## src/rtl/lvds_word_aligner.sv

```systemverilog
// Word aligner for an 8:1 deserialized LVDS lane: searches all 8 bit offsets for a
// training word, verifies the boundary over consecutive words, then emits aligned data.
module lvds_word_aligner #(
  parameter logic [7:0]  TRAIN_PATTERN = 8'hF0,
  parameter int unsigned LOCK_COUNT    = 16
) (
  input  logic        clk,
  input  logic        resetn,
  input  logic [7:0]  rxdata,
  input  logic        realign,
  output logic [7:0]  dout,
  output logic        dout_valid,
  output logic        locked,
  output logic [2:0]  offset,
  output logic [15:0] verify_fail
);

  localparam logic [7:0] LOCK_CNT = 8'(LOCK_COUNT);

  typedef enum logic [1:0] {
    SEARCH = 2'd0,
    VERIFY = 2'd1,
    LOCKED = 2'd2
  } state_t;

  function automatic logic [15:0] sat_inc16(input logic [15:0] v);
    return (v == 16'hFFFF) ? v : v + 16'd1;
  endfunction

  state_t      state;
  logic [7:0]  cnt;
  logic [7:0]  cnt_next;
  logic [7:0]  d1_p0;
  logic [7:0]  d2_p1;
  logic [15:0] hist;
  logic [7:0]  match;
  logic        hit_any;
  logic [2:0]  hit_k;
  logic [7:0]  win_sel;

  assign hist     = {d1_p0, d2_p1};
  assign cnt_next = cnt + 8'd1;
  assign win_sel  = hist[offset +: 8];

  // Scan from the top down so the lowest matching offset is the one left in hit_k.
  always_comb begin
    match   = '0;
    hit_k   = '0;
    for (int k = 0; k < 8; k++) begin
      match[k] = (hist[k +: 8] == TRAIN_PATTERN);
    end
    hit_any = |match;
    for (int k = 7; k >= 0; k--) begin
      if (match[k]) hit_k = 3'(k);
    end
  end

  always_ff @(posedge clk) begin
    if (!resetn) begin
      d1_p0       <= '0;
      d2_p1       <= '0;
      dout        <= '0;
      state       <= SEARCH;
      cnt         <= '0;
      offset      <= '0;
      locked      <= 1'b0;
      dout_valid  <= 1'b0;
      verify_fail <= '0;
    end else begin
      // stage p0/p1: two-word history; stage p2: barrel-shifted output
      d1_p0 <= rxdata;
      d2_p1 <= d1_p0;
      dout  <= win_sel;

      case (state)
        SEARCH: begin
          if (realign) begin
            cnt <= '0;
          end else if (hit_any) begin
            offset <= hit_k;
            cnt    <= 8'd1;
            state  <= VERIFY;
          end
        end
        VERIFY: begin
          if (realign) begin
            state <= SEARCH;
            cnt   <= '0;
          end else if (match[offset]) begin
            cnt <= cnt_next;
            if (cnt_next == LOCK_CNT) begin
              state      <= LOCKED;
              locked     <= 1'b1;
              dout_valid <= 1'b1;
            end
          end else begin
            state       <= SEARCH;
            cnt         <= '0;
            verify_fail <= sat_inc16(verify_fail);
          end
        end
        LOCKED: begin
          if (realign) begin
            state      <= SEARCH;
            cnt        <= '0;
            locked     <= 1'b0;
            dout_valid <= 1'b0;
          end
        end
        default: begin
          state      <= SEARCH;
          cnt        <= '0;
          locked     <= 1'b0;
          dout_valid <= 1'b0;
        end
      endcase
    end
  end

endmodule

```

## config.mk

```make
export PLATFORM = sky130hd
export DESIGN_NAME = lvds_word_aligner
export DESIGN_NICKNAME = d
export VERILOG_FILES = /design/src/rtl/lvds_word_aligner.sv
export SDC_FILE = /design/constraint.sdc
export NUM_CORES = 1
export LEC_CHECK = 0
export BUFFER_PORTS_ARGS = -buffer_cell sky130_fd_sc_hd__buf_2
export CAP_MARGIN = 20
export CORE_MARGIN = 3
export CORE_UTILIZATION = 48
export DETAILED_ROUTE_END_ITERATION = 12
export GPL_ROUTABILITY_DRIVEN = 0
export HOLD_SLACK_MARGIN = 0.1
export PLACE_DENSITY = 0.77
export SYNTH_ARGS = -nofsm -noshare
export SYNTH_HDL_FRONTEND = slang
export SYNTH_SLANG_ARGS = --single-unit
```

## constraint.sdc

```tcl
create_clock -name clk -period 2.2 [get_ports clk]
set_input_delay 0.22 -clock clk [delete_from_list [all_inputs] [get_ports clk]]
set_output_delay 0.22 -clock clk [all_outputs]
set_load 0.02 [all_outputs]
```

; ---- Word-level counts from Yosys, hierarchy flattened
; Index checks and enable logic that the tools add are counted.
[word_totals]
out_inout_bits = 29
register_bits = 54
inputBits = 11
elab_cells = 71
[op_classes]
reduce_logical = 7
shifts = 1
magnitude_cmp = 1
n_addsub = 2
eq_ne = 20
bitwise_logic = 4
n_mux = 28
[op_table]
columns = op, count
row1 = 8-bit == test (second input constant), 8
row2 = 8-bit 2-to-1 mux, 5
row3 = 3-bit 2-to-1 mux, 8
row4 = 8-bit one-hot mux with 3 select lines, 1
row5 = 16-bit by 1-bit adder with 16-bit output (second input constant), 1
row6 = 16-bit == test (second input constant), 1
row7 = 16-bit by 4-bit indexed part select with 8-bit output, 1
row8 = 2-bit 2-to-1 mux, 6
row9 = 2-bit inequality test (second input constant), 6
row10 = 8-bit by 1-bit adder with 8-bit output (second input constant), 1
row11 = 8-bit by 5-bit == test with 1-bit output (second input constant), 1
row12 = 4-bit AND reduction, 2
row13 = 8-bit OR reduction, 1
row14 = 2-bit one-hot mux with 3 select lines, 1
row15 = 1-bit 2-to-1 mux, 5
row16 = 5-bit AND reduction, 1
row17 = 3-bit by 4-bit less-than comparator with 1-bit output (second input constant), 1
row18 = 4-bit inequality test (second input constant), 1
row19 = 1-bit inverter, 4
row20 = 1-bit binary-select mux with 3-bit select, 1
row21 = 3-bit inequality test (second input constant), 1
row22 = 1-bit one-hot mux with 3 select lines, 1
row23 = 3-bit AND reduction, 1
row24 = 2-bit by 1-bit == test with 1-bit output (second input constant), 1
row25 = other kinds (3), 3

; ---- Longest topological paths before layout
; Gate-level depths: netlist (run 1).
[depth]
word_depth = 9
depth_mapped = 8
mapped_depth_nobuf = 7

; ---- Worst setup path before layout (run 1)
; No wires, ideal clock.
[synth_path]
kind = flip-flop to flip-flop
start = register offset[1]
end = register verify_fail[8]
setup_ps = 128
t_required_ps = 2072
path_stages_with_launch = 9
synth_period_minus_slack_ps = 1907
t_arrival_ps = 1779
path_buffers = 2
slack_ps = 293
path_cell_list = dfxtp_1 -> buf_4 -> nor4b_1 -> o211ai_1 -> o211ai_1 -> buf_6 -> a2111oi_2 -> xnor2_1 -> nor2_1
[synth_between]
elab_chain_cells = 4
[synth_rtl]
columns = element, line_no
row1 = "start, declared", 14  ; output logic [2:0] offset,
row2 = "start signal, assigned", 80  ; offset <= hit_k;
row3 = 1-bit binary-select mux with 3-bit select, 89  ; end else if (match[offset]) begin
row4 = 1-bit 2-to-1 mux (not written as such), 89
row5 = 1-bit inverter (no source line), -
row6 = 4-bit AND reduction (no source line), -
row7 = "end signal, assigned", 99  ; verify_fail <= sat_inc16(verify_fail);
row8 = "end, declared", 15  ; output logic [15:0] verify_fail
; Every way passes these cells. The select of a mux whose other input is x is not followed.
; A chain may end at the register's enable or synchronous reset.

; ---- Final worst setup path (run 1)
[layout_path]
start = register d2_p1[5]
end = register cnt[2]
[layout_between]
elab_chain_cells = 6
elab_cells_between_ends = 14
classes_between = 7 x eq/ne / 5 x mux / 2 x reduce/logical
[layout_rtl]
columns = element, line_no
row1 = "start, declared", 34  ; logic [7:0] d2_p1;
row2 = "start signal, assigned", 72  ; d2_p1 <= d1_p0;
row3 = 8-bit == test, 50  ; match[k] = (hist[k +: 8] == TRAIN_PATTERN);
row4 = 1-bit binary-select mux with 3-bit select, 89
row5 = 1-bit 2-to-1 mux (not written as such), 89
row6 = 8-bit 2-to-1 mux, 89
row7 = 8-bit 2-to-1 mux, 86  ; if (realign) begin
row8 = 8-bit one-hot mux with 3 select lines, 75  ; case (state)
row9 = "end signal, assigned", 90  ; cnt <= cnt_next;
row10 = "end, declared", 31  ; logic [7:0] cnt;
; Several ways; a longest one is shown, not always the timed one. The select of a mux whose other input is x is not followed.

==> results of run 1 <==
[kinds of logic after synthesis]
kind of cell	share of synthesized area
AO/OA/AOI/OAI	0.1387
XOR/XNOR	0.02151
adder cells (fa/ha/maj)	0.008778
buffers and inverters	0.03555
flip-flops	0.3793
multiplexers	0.1405
AND/OR/NAND/NOR	0.2757
[metrics by stage]
step	instances	total power [mW]	hold slack [ps]	setup slack, ps
finish	404	1.692	110.5	125.2
global route	404	1.764	100.6	7.478
CTS	404	1.708	100.5	144.5
detailed placement	394	1.132	426.5	176.7
global placement	394	1.129	416.9	198.9
floorplan	289	1.098	347.3	293.5
[routing by layer]
layer  global-route usage  vias up
met1               0.2258     1090
met4              0.05646        0
met3              0.03274        7
met2               0.2704       70
met5                    0        -
li1                     -     1147
[path summary, 6_finish.rpt]
path                                            end  slack (ps)
worst max-delay path            cnt[2]$_SDFFE_PN0P_         130
worst max register to register  cnt[2]$_SDFFE_PN0P_         130
worst min-delay path            d1_p0[3]$_SDFF_PN0_         110
worst min register to register  d2_p1[7]$_SDFF_PN0_         450
[Yosys cell counts (all sizes together) (2+ instances only)]
master,n
nand4,6
and4bb,6
or2b,2
a211o,3
a21o,3
nor2b,2
a22o,2
nand2,20
and4,4
o211ai,5
and2b,2
a41oi,2
and2,19
o21ai,5
nor3b,4
clkbuf,7
a2111oi,3
dfxtp,54
ha,2
and3,7
inv,6
nand4b,2
mux2i,22
nor3,5
xnor2,7
nand2b,8
nor2,19
nand3b,3
a211oi,2
nand3,16
mux4,8
buf,7
a21oi,12
[registers in the layout, summed over array words and instances (netlist names)]
signal       cells
cnt              8
d1_p0            8
d2_p1            8
dout             8
locked           1
offset           3
state            2
verify_fail     16
[final cells by class]
class / count / area (sq um) / area share
clock buffers: 5 / 68.82 / 0.02123
multi-input cells: 215 / 1674 / 0.5164
flip-flops and latches: 54 / 1082 / 0.3338
clock inverters: 3 / 28.78 / 0.008877
repair buffers: 49 / 275.3 / 0.08491
well taps: 72 / 90.09 / 0.02779
inverters: 6 / 22.52 / 0.006947
[timing repair]
| action | CTS | global route |
|---|---|---|
| hold buffers | 2 | 0 |
| endpoints found under the setup margin | 0 | 3 |
| endpoints found under the hold margin | 2 | 0 |
| resized for setup | 0 | 2 |
| buffers inserted | 0 | 0 |
[placed cells by master, fill, tap and decap left out, types with 8 or more instances in the layout]
master and count:
a21oi_1 10, nand3_1 16, and2_1 19, nand2b_1 8, mux4_2 8, nor2_1 19
mux2i_1 22, nand2_1 20, buf_2 39, dfxtp_1 53, buf_4 8
[critical path: cells and delay by family, from the launching register on]
family	cells	cell delay, ps
and+or+nand+nor	4	950
buffers and inverters	1	260
DFF	1	380
AOI/OAI and AO/OA	2	440
[power groups by stage]
stage | Clock [mW] | Combinational, mW | Sequential (mW)
after global placement | 0 | 0.0945 | 1.03
after detailed placement | 0 | 0.0967 | 1.04
after CTS | 0.596 | 0.0995 | 1.01
after floorplan | 0 | 0.0640 | 1.03
after global routing | 0.639 | 0.109 | 1.02
final | 0.579 | 0.0995 | 1.01
==> reports/results.ini, run 1 <==
[sta]
period_share=0.9431
tightest_slew_ps=420.3
setup_viol_count_final=0
period_minus_slack_ps=2075
grt_setup_unrepaired=false
setup_tns_ps=0
clock_skew_ps=4.488
max_freq_ghz=0.4820
slew_violations=0
max_slew_margin=0.7168
hold_viol=0

[power]
p_int_mw=1.281
ir_worst_vdd_mv=0.2867
p_clk_frac=0.342
switching_share=0.2427
cellLeakagePower_nw=1.280
p_seq_frac=0.599
power_frac_comb=0.059
powerDensity_mw_per_mm2=521.8
switchingPower_mw=0.4106

[clock_network]
cts_tree=done
cts_sinks=54
clk_path_buf_depth=2
clk_pin_slew_ps=100
root_buffer=clkbuf_8
clk-insertion-delay-late_ps=310
htree_levels=2
cts_buffers=5

[final_layout]
utilization=0.5746
drive_gt1_frac=0.2440
stdcell_area_sq_mm=0.003242
area_growth_pct=13.74
antennaDiodeCount=0
num-fill-cells=507
nNetsFinal=344

[routing]
route.met3.wl_um=282
routed_wl_mm=5.665
wl_per_cell_um=14.02
drt_iter0_markers=148
avgViaCountPerCell=5.728
antenna_left=0
routed.top_layer=met4
drc=0
drt_pass1_iterations=6
drt-met1-wl_mm=2.788
wl_met2_mm=2.514
num_vias=2314

[synth]
ys_seq_area_frac=0.3793
synth-seq-cells=54
synth.distinct_cells=57
synth-main-ff-cell=dfxtp_1
ys_top_cells_by_area=dfxtp_1 (38%), mux2i_1 (7.7%), mux4_2 (6.3%), and2_1 (4.2%), nand3_1 (2.8%)
synth_edf_count=0
synth.top_cell.area_share=0.3793
synth.net_count=302
synth_area_sq_mm=0.002850
syn_inst=289
ys_async_sr_fraction=0
syn_area_per_cell_sq_um=9.862
synth_top_cell_by_area=dfxtp_1
yosysWarnings=0

[status]
status=completed

[die]
core_sq_mm=0.005642
num_rows=27
die_x_um=83.06
dieArea_sq_mm=0.006899
die-height_um=83.06
ios=40
start_util=0.5052

[critical_path]
arrival_ps=2340
critPathMaxFanout=9
crit_required_ps=2460
critPathLaunch=d2_p1[5]$_SDFF_PN0_
cp_slowest_cell=dfxtp_1
endpoint_kind=register
startpoint_type=register
reg2reg_depth=7
path_cells=and4bb_4 > nand4b_1 > o311ai_2 > buf_4 > nand4_4 > nor3b_1 > a211o_1
crit_type=reg2reg
worst_r2r_startpoint=d2_p1[5]$_SDFF_PN0_
max_stage_delay_ps=380

[global_route]
grt_pass1_vias=2092
grt_usage=0.1680
grt_pass1_wl_mm=9.742
grt_overflow=0
grt_max_degree=22
antenna_found_initial=0

[flow_run]
cap_violations=0

[hold_path]
min_from=rxdata[3]
hold_path_class=in2reg
holdPathStages=2

[place]
place_hpwl_mm=4.275
place_area_sq_mm=0.003117
io_buffers=39

(Power assumes the default switching activity.)
==> run 2, diff against run 1 <==
Settings changed: CTS_BUF_LIST set to sky130_fd_sc_hd__clkbuf_4 sky130_fd_sc_hd__clkbuf_8, SETUP_SLACK_MARGIN set to 0.2.
==> reports/results.ini, run 2 (same netlist as run 1, synthesis figures left out) <==
[final_layout]
antennaDiodeCount=0  ; unchanged
area_growth_pct=20.98  ; was 13.74%
nNetsFinal=355  ; was 344
largest_register_ffs=16  ; unchanged
largest-register=verify_fail  ; unchanged
fin_cells=415  ; was 404
layout_common_cells=dfxtp_1 (45), buf_2 (39), mux2i_1 (22), nand2_1 (19), and2_1 (19)  ; was dfxtp_1 (53), buf_2 (39), mux2i_1 (22), nand2_1 (20)
drive_gt1_frac=0.3265  ; was 0.2440
layout_commonest_cell=dfxtp_1  ; unchanged

[place]
place_hpwl_mm=4.275  ; unchanged
io_buffers=39  ; unchanged
placedCellCount=394  ; unchanged

[die]
start_util=0.5052  ; unchanged
num_rows=27  ; unchanged
core_sq_mm=0.005642  ; unchanged
die_x_um=83.06  ; unchanged
dieArea_sq_mm=0.006899  ; unchanged
ios=40  ; unchanged
die-height_um=83.06  ; unchanged

[routing]
routed_wl_mm=6.103  ; was 5.665 mm
antenna_left=0  ; unchanged
num_vias=2386  ; was 2,314
wl_per_cell_um=14.71  ; was 14.02 um
drc=0  ; unchanged
drt_pass1_iterations=4  ; was 6
drt_iter0_markers=138  ; was 148
avgViaCountPerCell=5.749  ; was 5.728

[clock_network]
clk-insertion-delay-late_ps=320  ; was 310 ps
cts_tree=done  ; unchanged
cts_buffers=5  ; unchanged
htree_levels=2  ; unchanged
cts_sinks=54  ; unchanged
clk_path_buf_depth=2  ; unchanged
root_buffer=clkbuf_8  ; unchanged
clk_pin_slew_ps=100  ; about the same

[global_route]
grt_overflow=0  ; unchanged
antenna_found_initial=0  ; unchanged
grt_pass1_wl_mm=9.922  ; was 9.742 mm
grt_usage=0.1711  ; was 0.1680
grt_max_degree=22  ; unchanged
grt_pass1_vias=2104  ; was 2,092

[critical_path]
startpoint_type=register  ; unchanged
critPathMaxFanout=9  ; unchanged
max_stage_delay_ps=370  ; was 380 ps
arrival_ps=2260  ; was 2340 ps
cp_slowest_cell=dfxtp_4  ; was dfxtp_1
endpoint_kind=register  ; unchanged
crit_type=reg2reg  ; unchanged
crit_required_ps=2460  ; about the same
path_cells=and4bb_4 > nand4b_1 > o211ai_1 > buf_6 > nand4_4 > nor3b_2 > a211o_1  ; was and4bb_4 > nand4b_1 > o311ai_2 > buf_4 > nand4_4 > nor3b_1 > a211o_1

[power]
ir_worst_vdd_mv=0.2630  ; was 0.2867 mV
powerDensity_mw_per_mm2=492.9  ; was 521.8 mW/mm^2
cellLeakagePower_nw=1.346  ; was 1.280 nW

[sta]
period_share=0.9081  ; was 0.9431
max_slew_margin=0.7148  ; was 0.7168
grt_setup_unrepaired=true  ; was false
tightest_slew_ps=423.3  ; was 420.3 ps
setup_viol_count_final=0  ; unchanged
hold_viol=0  ; unchanged
slew_violations=0  ; unchanged
clock_skew_ps=7.323  ; was 4.488 ps
period_minus_slack_ps=1998  ; was 2075 ps
max_freq_ghz=0.5006  ; was 0.4820 GHz
setup_tns_ps=0  ; unchanged

[flow_run]
cap_violations=0  ; unchanged

[status]
status=completed  ; unchanged

[hold_path]
hold_path_class=in2reg  ; unchanged

-- run 2: layer usage --
metal | vias to the layer above | track usage | routed length (um)
li1 | 1172 | - | -
met1 | 1121 | 0.2326 | 2886
met2 | 84 | 0.2733 | 2785
met3 | 9 | 0.03274 | 345
met4 | 0 | 0.05646 | 85
met5 | - | 0 | 0
-- run 2: worst max-delay path: cells and delay by family, from the launching register on --
family | cells | cell delay [ps]
compound gates | 2 | 420
buf+inv | 1 | 230
flops | 1 | 370
simple gates | 4 | 930
-- run 2: final timing paths --
path,from,endpoint,slack [ps],cells after the start
worst max-delay path,d2_p1[4]$_SDFF_PN0_,cnt[2]$_SDFFE_PN0P_,200,7
worst min-delay path,rxdata[3],d1_p0[3]$_SDFF_PN0_,110,2
worst max register to register,d2_p1[4]$_SDFF_PN0_,cnt[2]$_SDFFE_PN0P_,200,7
worst min register to register,d1_p0[7]$_SDFF_PN0_,d2_p1[7]$_SDFF_PN0_,440,1
-- run 2: power by group --
group	switching [mW]	total, mW	internal, mW
clock	0.349	0.587	0.238
combinational	0.0533	0.103	0.0497
sequential	0.0180	1.01	0.991
total	0.420	1.70	1.28
-- run 2: what timing repair did --
action,4_1_cts,5_1_grt
hold endpoints to repair,2,0
resized for setup,12,25
setup endpoints to repair,3,25
setup buffers,2,8
hold buffers,2,0
gates cloned,1,0
pin swaps,1,9
-- run 2: layout make-up --
type / instances / area, sq um
Fill cell: 467 / 2193
Timing Repair Buffer: 60 / 369.1
Clock inverter: 3 / 28.78
Sequential cell: 54 / 1105
Clock buffer: 5 / 68.82
Inverter: 6 / 22.52
Multi-Input combinational cell: 215 / 1764
Tap cell: 72 / 90.09
-- run 2: per-stage QoR --
stage / hold WS [ps] / total power [mW] / cell area (sq um) / util / setup WS (ps)
after detailed placement: 426.5 / 1.132 / 3117 / 0.5525 / 176.7
final: 106.7 / 1.700 / 3448 / 0.6112 / 202.2
after floorplan: 347.3 / 1.098 / 2850 / - / 293.5
after global routing: 99.77 / 1.765 / 3448 / 0.6112 / 101.1
after global placement: 416.9 / 1.129 / 3117 / 0.5525 / 198.9
after CTS: 100.5 / 1.709 / 3288 / 0.5828 / 187.1
==> run 3, diff against run 2 <==
Settings changed: CORE_UTILIZATION 48 to 55, CTS_CLUSTER_SIZE set to 8, PLACE_DENSITY 0.77 to 0.85.
==> reports/results.ini, run 3 (same netlist as run 1, synthesis figures left out) <==
[sta]
setup_slack_ps=170.5  ; was 202.2 ps
grt_setup_unrepaired=true  ; unchanged
period_minus_slack_ps=2029  ; was 1998 ps
max_slew_margin=0.7370  ; was 0.7148
hold_viol=0  ; unchanged
tightest_slew_ps=383.5  ; was 423.3 ps
clock_skew_ps=17.36  ; was 7.323 ps
slew_violations=0  ; unchanged
period_share=0.9225  ; was 0.9081
setup_tns_ps=0  ; unchanged
max_freq_ghz=0.4927  ; was 0.5006 GHz
setup_viol_count_final=0  ; unchanged

[clock_network]
holdBufCountCts=0  ; was 2
cts_tree=done  ; unchanged
clk_pin_slew_ps=90  ; was 100 ps
cts_sinks=54  ; unchanged
clk_path_buf_depth=2  ; unchanged
htree_levels=2  ; unchanged
clk-insertion-delay-late_ps=320  ; about the same
root_buffer=clkbuf_8  ; unchanged
cts_buffers=5  ; unchanged

[final_layout]
drive_gt1_frac=0.2922  ; was 0.3265
area_growth_pct=16.29  ; was 20.98%
utilization=0.6792  ; was 0.6112
nNetsFinal=345  ; was 355
largest-register=verify_fail  ; unchanged
layout_commonest_cell=dfxtp_1  ; unchanged
antennaDiodeCount=0  ; unchanged
layout_common_cells=dfxtp_1 (45), buf_2 (39), mux2i_1 (22)  ; was dfxtp_1 (45), buf_2 (39), mux2i_1 (22), nand2_1 (19), and2_1 (19)
largest_register_ffs=16  ; unchanged
fin_cells=399  ; was 415

[die]
ios=40  ; unchanged
die_x_um=77.99  ; was 83.06 um
start_util=0.5841  ; was 0.5052
core_sq_mm=0.004880  ; was 0.005642 sq mm
die-height_um=77.99  ; was 83.06 um
num_rows=25  ; was 27
dieArea_sq_mm=0.006082  ; was 0.006899 sq mm

[global_route]
grt_pass1_vias=2174  ; was 2,104
grt_max_degree=22  ; unchanged
grt_overflow=0  ; unchanged
antenna_found_initial=0  ; unchanged
grt_usage=0.2025  ; was 0.1711
grt_pass1_wl_mm=9.991  ; was 9.922 mm

[routing]
num_vias=2377  ; was 2,386
wl_per_cell_um=15.37  ; was 14.71 um
drt_iter0_markers=182  ; was 138
drc=0  ; unchanged
avgViaCountPerCell=5.957  ; was 5.749
routed_wl_mm=6.134  ; was 6.103 mm
antenna_left=0  ; unchanged
drt_pass1_iterations=5  ; was 4

[critical_path]
crit_required_ps=2460  ; about the same
startpoint_type=register  ; unchanged
crit_type=reg2reg  ; unchanged
arrival_ps=2290  ; was 2260 ps
endpoint_kind=register  ; unchanged
critPathMaxFanout=7  ; was 9

[place]
placedCellCount=389  ; was 394
place_hpwl_mm=4.364  ; was 4.275 mm
dp_slack_ps=170.4  ; was 176.7 ps
io_buffers=39  ; unchanged

[power]
ir_worst_vdd_mv=0.3401  ; was 0.2630 mV
powerDensity_mw_per_mm2=497.8  ; was 492.9 mW/mm^2
cellLeakagePower_nw=1.299  ; was 1.346 nW
p_total_mw=1.650  ; was 1.700 mW

[flow_run]
cap_violations=0  ; unchanged

[status]
status=completed  ; unchanged

[hold_path]
hold_path_class=in2reg  ; unchanged

-- run 3: changes by cell type in the layout (fill, tap and decap cells not counted), sizes merged --
cell,previous run,this run
dlygate4sd3,2,0
buf,58,49
clkinvlp,0,1
clkinv,1,0
clkbuf,5,7
inv,8,6
-- run 3: final timing paths --
| path | slack [ps] | startpoint | end | depth (start not counted) |
|---|---|---|---|---|
| worst max-delay path | 170 | d2_p1[5]$_SDFF_PN0_ | cnt[2]$_SDFFE_PN0P_ | 7 |
| worst min-delay path | 110 | rxdata[2] | d1_p0[2]$_SDFF_PN0_ | 2 |
| worst max register to register | 170 | d2_p1[5]$_SDFF_PN0_ | cnt[2]$_SDFFE_PN0P_ | 7 |
| worst min register to register | 450 | d1_p0[7]$_SDFF_PN0_ | d2_p1[7]$_SDFF_PN0_ | 1 |
-- run 3: cell type report --
type | instances | area, sq um
well taps | 67 | 83.83
multi-input cells | 215 | 1709
clock inverters | 1 | 7.507
clock buffers | 6 | 76.32
fillers | 388 | 1565
flip-flops and latches | 54 | 1095
inverters | 6 | 22.52
repair buffers | 50 | 320.3
-- run 3: repair_timing --
action | CTS | global route
gates resized for setup | 4 | 15
setup endpoints to repair | 4 | 20
cloned | 0 | 1
pin swaps | 0 | 2
buffers inserted | 0 | 2
-- run 3: per-layer routing --
metal | track usage | wire (um) | up-vias
met4 | 0.07692 | 109 | 0
met3 | 0.04408 | 353 | 15
met2 | 0.3288 | 2906 | 81
li1 | - | - | 1146
met5 | 0 | 0 | -
met1 | 0.2632 | 2763 | 1135
-- run 3: through the flow --
step | area (sq um) | hold slack [ps]
global placement | 3136 | 414.3
floorplan | 2850 | 347.3
finish | 3314 | 114.8
CTS | 3233 | 111.4
detailed placement | 3136 | 426.6
global route | 3314 | 109.7
-- run 3: worst max-delay path, cell delays in order (launching register included) --
cell and delay [ps]:
dfxtp_4 350, and4bb_4 350, nand4b_1 180, o311ai_4 400
buf_12 170, nand4_4 160, nor3b_2 240, a211o_1 120
-- run 3: where the power goes --
| part | switching [mW] | internal (mW) |
|---|---|---|
| logic | 0.0541 | 0.0473 |
| clock network | 0.305 | 0.231 |
| registers | 0.0173 | 0.995 |
| total | 0.377 | 1.27 |
